--- config.mk ---
export PLATFORM = sky130hd
export DESIGN_NAME = turn_scheduler
export DESIGN_NICKNAME = d
export VERILOG_FILES = /design/src/rtl/turn_scheduler.sv
export SDC_FILE = /design/constraint.sdc
export NUM_CORES = 1
export LEC_CHECK = 0
export CORE_UTILIZATION = 45
export CTS_CLUSTER_DIAMETER = 200
export CTS_CLUSTER_SIZE = 14
export DETAILED_ROUTE_END_ITERATION = 6
export GPL_TIMING_DRIVEN = 0
export PLACE_DENSITY = 0.64
export SLEW_MARGIN = 30
export SYNTH_ARGS = -nofsm -noshare
export SYNTH_HDL_FRONTEND = slang
export SYNTH_SLANG_ARGS = --single-unit
--- constraint.sdc ---
create_clock -name clk -period 2.2 [get_ports clk]
set_input_delay 0.44 -clock clk [delete_from_list [all_inputs] [get_ports clk]]
set_output_delay 0.44 -clock clk [all_outputs]
set_load 0.005 [all_outputs]
--- src/rtl/turn_scheduler.sv ---
// Turn/game-flow controller: alternates player and PC turns, runs the player countdown,
// hands each move to the move-check datapath and records the game result.
module turn_scheduler #(
    parameter int unsigned TICKS_PER_SEC = 50_000_000,
    parameter int unsigned TURN_SECS     = 15,
    parameter int unsigned MAX_MOVES     = 42
) (
    input  logic       clk,
    input  logic       rst,
    input  logic       start,
    input  logic       player_valid,
    input  logic       pc_done,
    input  logic       chk_ack,
    input  logic       chk_win,
    input  logic       chk_full,
    output logic       player_turn,
    output logic       pc_go,
    output logic       chk_req,
    output logic       chk_src,
    output logic [3:0] secs_left,
    output logic       timeout,
    output logic [5:0] move_cnt,
    output logic       game_over,
    output logic [1:0] winner
);

    localparam int unsigned PW = $clog2(TICKS_PER_SEC);

    typedef enum logic [2:0] {StIdle, StPlayer, StPc, StCheck, StOver} state_e;

    state_e        state_q, state_d;
    logic [PW-1:0] presc_q, presc_d;
    logic [3:0]    secs_q, secs_d;
    logic          timeout_q, timeout_d;
    logic [5:0]    cnt_q, cnt_d, cnt_inc;
    logic [1:0]    winner_q, winner_d;
    logic          src_q, src_d;
    logic          tick;

    assign tick    = (presc_q == PW'(TICKS_PER_SEC - 1));
    assign cnt_inc = (cnt_q == 6'd63) ? cnt_q : cnt_q + 6'd1;

    always_comb begin
        state_d   = state_q;
        presc_d   = presc_q;
        secs_d    = secs_q;
        timeout_d = 1'b0;
        cnt_d     = cnt_q;
        winner_d  = winner_q;
        src_d     = src_q;
        case (state_q)
            StIdle, StOver: begin
                if (start) begin
                    state_d  = StPlayer;
                    cnt_d    = '0;
                    winner_d = 2'b00;
                    secs_d   = 4'(TURN_SECS);
                    presc_d  = '0;
                end
            end
            StPlayer: begin
                // A committed move beats an expiry tick landing in the same cycle.
                if (player_valid) begin
                    state_d = StCheck;
                    src_d   = 1'b0;
                end else begin
                    presc_d = tick ? '0 : presc_q + PW'(1);
                    if (tick) begin
                        if (secs_q == 4'd1) begin
                            state_d   = StPc;
                            timeout_d = 1'b1;
                            secs_d    = 4'd0;
                        end else begin
                            secs_d = secs_q - 4'd1;
                        end
                    end
                end
            end
            StPc: begin
                if (pc_done) begin
                    state_d = StCheck;
                    src_d   = 1'b1;
                end
            end
            StCheck: begin
                if (chk_ack) begin
                    cnt_d = cnt_inc;
                    if (chk_win) begin
                        state_d  = StOver;
                        winner_d = src_q ? 2'b10 : 2'b01;
                    end else if (chk_full || (cnt_inc == 6'(MAX_MOVES))) begin
                        state_d  = StOver;
                        winner_d = 2'b11;
                    end else if (src_q) begin
                        state_d = StPlayer;
                        secs_d  = 4'(TURN_SECS);
                        presc_d = '0;
                    end else begin
                        state_d = StPc;
                    end
                end
            end
            default: state_d = StIdle;
        endcase
    end

    always_ff @(posedge clk or negedge rst) begin
        if (!rst) begin
            state_q   <= StIdle;
            presc_q   <= '0;
            secs_q    <= '0;
            timeout_q <= 1'b0;
            cnt_q     <= '0;
            winner_q  <= 2'b00;
            src_q     <= 1'b0;
        end else begin
            state_q   <= state_d;
            presc_q   <= presc_d;
            secs_q    <= secs_d;
            timeout_q <= timeout_d;
            cnt_q     <= cnt_d;
            winner_q  <= winner_d;
            src_q     <= src_d;
        end
    end

    assign player_turn = (state_q == StPlayer);
    assign pc_go       = (state_q == StPc);
    assign chk_req     = (state_q == StCheck);
    assign game_over   = (state_q == StOver);
    assign chk_src     = src_q;
    assign secs_left   = secs_q;
    assign timeout     = timeout_q;
    assign move_cnt    = cnt_q;
    assign winner      = winner_q;

endmodule
# After elaboration in Yosys (flattened, before gate mapping)
# Cells that the tools add are included.
# W data, S select, Z words.
[totals]
regBits = 43
out_inout_bits = 18
[classes]
addsub = 3
eq_ne = 20
muxes = 44
reduce_logical = 12
[ops]
columns = ["cell", "count"]
rows = [
  ["$mux W26", 7],
  ["$pmux W26 S3", 1],
  ["$mux W4", 8],
  ["$add A26 B1 Y26 const B", 1],
  ["$eq A26 B26 Y1 const B", 1],
  ["$mux W3", 8],
  ["$mux W6", 3],
  ["$ne A2 B2 Y1 const B", 7],
  ["$eq A6 B6 Y1 const B", 2],
  ["$mux W2", 6],
  ["$pmux W3 S4", 1],
  ["$pmux W4 S3", 1],
  ["$pmux W6 S2", 1],
  ["$ne A3 B2 Y1 const B", 3],
  ["$reduce_and A8 Y1", 1],
  ["$reduce_and A7 Y1", 1],
  ["$add A6 B1 Y6 const B", 1],
  ["$eq A3 B2 Y1 const B", 2],
  ["$mux W1", 6],
  ["$reduce_and A3 Y1", 2],
  ["$reduce_and A5 Y1", 1],
  ["$eq A4 B1 Y1 const B", 1],
  ["$ne A2 B1 Y1 const B", 2],
  ["$pmux W2 S2", 1],
  ["other kinds (10)", 11],
]

# Longest topological paths before layout
[depth]
depth_word = 8
ltp_mapped = 9
depth_no_buf = 7

# Worst setup path after synthesis
# No wires, ideal clock.
[synth_path]
path_type = "register to register"
start = "register cnt_q[0] (netlist: move_cnt[0])"
end = "register presc_q[7]"
setup_time_ns = 0.096
arrival_ns = 1.920
required_time_ns = 2.104
slack_ns = 0.184
path_stages_with_launch = 9
path_cell_list = "dfrtp_1 > ha_1 > nand2_1 > or4bb_1 > a32oi_1 > a21o_2 > buf_4 > o21ai_0 > o31ai_1"
[synth_between]
elab_chain_len = 6
[synth_rtl]
columns = ["item", "line", "text"]
rows = [
  ["start, declared", "35", "logic [5:0] cnt_q, cnt_d, cnt_inc;"],
  ["start signal, assigned", "121", "cnt_q <= cnt_d;"],
  ["$add A6 B1 Y6 or $eq A6 B6 Y1 (tied branches)", "41", "assign cnt_inc = (cnt_q == 6'd63) ? cnt_q : cnt_q + 6'd1;"],
  ["$mux W6 *", "41", ""],
  ["$eq A6 B6 Y1 *", "91", "end else if (chk_full || (cnt_inc == 6'(MAX_MOVES))) begin"],
  ["$logic_or A1 B1 Y1 *", "91", ""],
  ["$ne A2 B2 Y1 (no source line) *", "n/a", ""],
  ["$reduce_and A7 Y1 (no source line) *", "n/a", ""],
  ["end signal, assigned", "118", "presc_q <= presc_d;"],
  ["end, declared", "32", "logic [PW-1:0] presc_q, presc_d;"],
]
# Every way passes the cells marked *; elsewhere a longest branch is shown, timed or not.
# A chain may end at the register's enable or synchronous reset.

# Worst setup path in the final report
[layout_path]
start = "register presc_q[0]"
end = "register secs_q[3] (netlist: secs_left[3])"
[layout_between]
elab_chain_len = 3
[layout_rtl]
columns = ["item", "line", "text"]
rows = [
  ["$eq A26 B26 Y1", "40", "assign tick = (presc_q == PW'(TICKS_PER_SEC - 1));"],
  ["$ne A2 B1 Y1 (no source line)", "n/a", ""],
  ["$reduce_and A8 Y1 (no source line)", "n/a", ""],
  ["end signal, assigned", "119", "secs_q <= secs_d;"],
  ["end, declared", "33", "logic [3:0] secs_q, secs_d;"],
]
# No other way between the ends.

==> results_dict.tcl <==
set metrics [dict create \
    end_kind "register" \
    diodes 0 \
    rows 27 \
    drt_iter0_drc 171 \
    crit_slowest_cell "or4_4" \
    synth_warnings 0 \
    fin_crit_ns 2.19 \
    syn_to_final_growth_pct 35.1 \
    required_ns 2.44 \
    synthMuxAreaShare_pct 0 \
    cp.depth 8 \
    via_count 2533 \
    max_stage_delay_ns 0.42 \
    r2r-start "presc_q[0]" \
    cts.sinks 43 \
    clock_skew_ns 0.00655 \
    status "completed" \
    combPwrFrac_pct 56.2 \
    final_common_cell "dfrtp_1" \
    crit_family "simple AND/OR/NAND/NOR gates" \
    synth_edf_count 0 \
    netSwitchingFraction_pct 37.9 \
    routed_wl_um 6740 \
    ant_nets 0 \
    worstMarginPinSlew_ns 0.578 \
    avgRoutedWirePerCell_um 15.3 \
    rsz0062_at_grt "yes" \
    final_critical_path_setup_slack_ns 0.0139 \
    drv_cap 0 \
    fin_util_pct 63.4 \
    wl_met1_um 3210 \
    synth_ff_type "dfrtp_1" \
    drv_slew 0 \
    top_layer_used "met4" \
    worst_slew_margin_rel_pct 61.3 \
    switchingPower_w 0.00148 \
    clkLatencyLatePin_ns 0.30 \
    grt_pass1_wl_um 10900 \
    p_int_w 0.00242 \
    htreeDepth 2 \
    cp_max_fo 6 \
    root_buffer "clkbuf_8" \
    drc 0 \
    avgSynthCellArea_um2 8.56 \
    synthXorXnorAreaFrac_pct 0 \
    clockBufferDepth 2 \
    period_share_pct 99.4 \
    reg2reg_to "secs_left[3]" \
    antenna_found_initial 0 \
    path_class "reg -> reg" \
    crit_end "secs_left[3]" \
    yosys.area_share.adder_pct 1.94 \
    vias_per_cell 5.77 \
    yosys.area_share.simple_pct 25.2 \
    nets 378 \
    dp.final_hpwl_um 4400 \
    cts_tree "done" \
    layout_common_cells "dfrtp_1, o21ai_0, buf_4" \
    wl_met3_um 305 \
    port_buffers 25 \
    rrSetupSlack_ns 0.01 \
    io_pins 26 \
    syn_inst 302 \
    power.density_nw_per_um2 1110 \
    die_w_um 77.8 \
    routed-wl-met2_um 3110 \
    core_um2 5510 \
    synth_compound_area_share_pct 26.2 \
    die_area_um2 6050 \
    crit_arrival_ns 2.42 \
    clkSlewWorstSetupHoldPaths_ns 0.08 \
    grtUsageTotal_pct 22.8 \
    synth_top_family_by_area "compound AO/OA/AOI/OAI gates" \
    reg2reg_depth 8 \
    grt_max_degree 27 \
    drive_above_1_share_pct 24.0 \
    path_buf_inv 1 \
    grt_pass1_vias 2327 \
    die_y_um 77.8 \
    ir_drop_mv 0.518 \
    place.gp.congestion 0.804 \
    gr-total-overflow 0 \
    cts_buffers 5 \
    setup_viol 0 \
    hp-class "in -> async" \
    power_frac_seq_pct 25.0 \
    syn-num-nets 314 \
    max_freq_mhz 457 \
    cp-start-kind "register" \
    cts_hold_buf 0 \
    async_flop_share_pct 100 \
    synth-seq-cells 43 \
    syn_area_um2 2580 \
    critPathLaunch "presc_q[0]" \
    firstDrtPassIters 4 \
    synth.distinct_cells 53 \
    hold_viol_final 0 \
    start_util_pct 46.9 \
    pre_cts_ws_ns -0.233 \
    p_leak_nw 1.46 \
    path_cells "ha_2 > and3_4 > buf_6 > nand4_1 > or2_1 > or4_4 > o31a_1 > o21ai_1" \
    clkPwrFrac_pct 18.8 \
    synth_seq_area_share_pct 41.6 \
]
-- power groups by stage --
stage / registers [W] / clock network [W] / logic (W)
finish: 0.000975 / 0.000731 / 0.00219
detailed placement: 0.000975 / 0 / 0.00149
global route: 0.000991 / 0.000770 / 0.00239
floorplan: 0.000958 / 0 / 0.000987
global placement: 0.000973 / 0 / 0.00146
CTS: 0.000963 / 0.000743 / 0.00169
-- cell families (layout without fill, tap and decap cells) --
| family | Yosys count | after routing |
|---|---|---|
| buffers and inverters | 25 | 90 |
| adder cells (fa/ha/maj) | 4 | 4 |
| flip-flops | 43 | 43 |
| AND/OR/NAND/NOR | 117 | 117 |
| AO/OA/AOI/OAI | 113 | 113 |
-- cell usage after synthesis (2+ instances only) --
cell type,instances,area [µm²]
and2_1,3,18.8
buf_4,8,60.1
nor3_1,5,25.0
and3_2,3,22.5
nor4b_2,2,30.0
and3_1,3,18.8
inv_1,9,33.8
a21oi_1,23,115
nand2_1,21,78.8
nor2_1,22,82.6
a22o_1,2,17.5
nand4_1,9,56.3
nand3_1,23,115
a31oi_1,9,56.3
nand3b_1,3,22.5
dfrtp_1,43,1080
ha_1,4,50.1
a41oi_1,2,17.5
nor2b_1,5,31.3
or2_2,3,18.8
o31ai_1,11,82.6
o22a_1,3,26.3
and4_1,2,17.5
buf_2,6,30.0
o21ai_1,4,20.0
o21ai_0,47,235
-- area by class of cell --
| cell class | instances | area [µm²] |
|---|---|---|
| Buffer | 14 | 133 |
| Tap cell | 72 | 90.1 |
| Sequential cell | 43 | 1080 |
| Multi-Input combinational cell | 234 | 1510 |
| Clock inverter | 2 | 60.1 |
| Clock buffer | 6 | 72.6 |
| Inverter | 10 | 37.5 |
| Timing Repair Buffer | 58 | 505 |
| Fill cell | 469 | 2020 |
-- what timing repair did --
item / 4_1_cts / 5_1_grt
gates resized for setup: 15 / 42
gates cloned: 0 / 3
buffers inserted: 12 / 17
pin swaps: 3 / 8
setup endpoints to repair: 38 / 37
-- metal layers --
| layer | global-route usage, % | vias to the layer above |
|---|---|---|
| li1 | - | 1262 |
| met4 | 8.68 | 0 |
| met3 | 4.24 | 8 |
| met2 | 36.2 | 51 |
| met5 | 0 | - |
| met1 | 30.8 | 1212 |
-- worst register-to-register path: cells and delay by family, from the launching register on --
kind	cells	cell delay, ns
buffers and inverters	1	0.11
flip-flops	1	0.40
adder cells (fa/ha/maj)	1	0.20
AO/OA/AOI/OAI	2	0.34
AND/OR/NAND/NOR	4	1.07
-- metrics by stage --
step	instance area (µm²)	setup TNS [ns]	total power [W]	cells	hold slack [ns]
2_1_floorplan	2580	0	0.00195	302	0.144
3_3_place_gp	2920	-25.21	0.00244	399	0.464
3_5_place_dp	2940	-5.89	0.00246	400	0.412
4_1_cts	3200	-0.0185	0.00339	419	0.0818
5_1_grt	3490	-1.20	0.00415	439	0.102
6_report	3490	0	0.00389	439	0.0741
-- worst min path at each step --
stage,from,end,slack (ns),cells after the start
global placement,presc_q[22],presc_q[22],0.46,1
finish,rst,secs_left[3],0.07,1
floorplan,rst,chk_src,0.14,0
global route,rst,secs_left[3],0.10,1
detailed placement,rst,state_q[1],0.41,1
CTS,rst,secs_left[3],0.08,1
-- sequential cells by signal, indices dropped and copies added (netlist names) --
name / cells
move_cnt: 6
presc_q: 26
chk_src: 1
timeout: 1
winner: 2
state_q: 3
secs_left: 4
(Power assumes the default switching activity.)
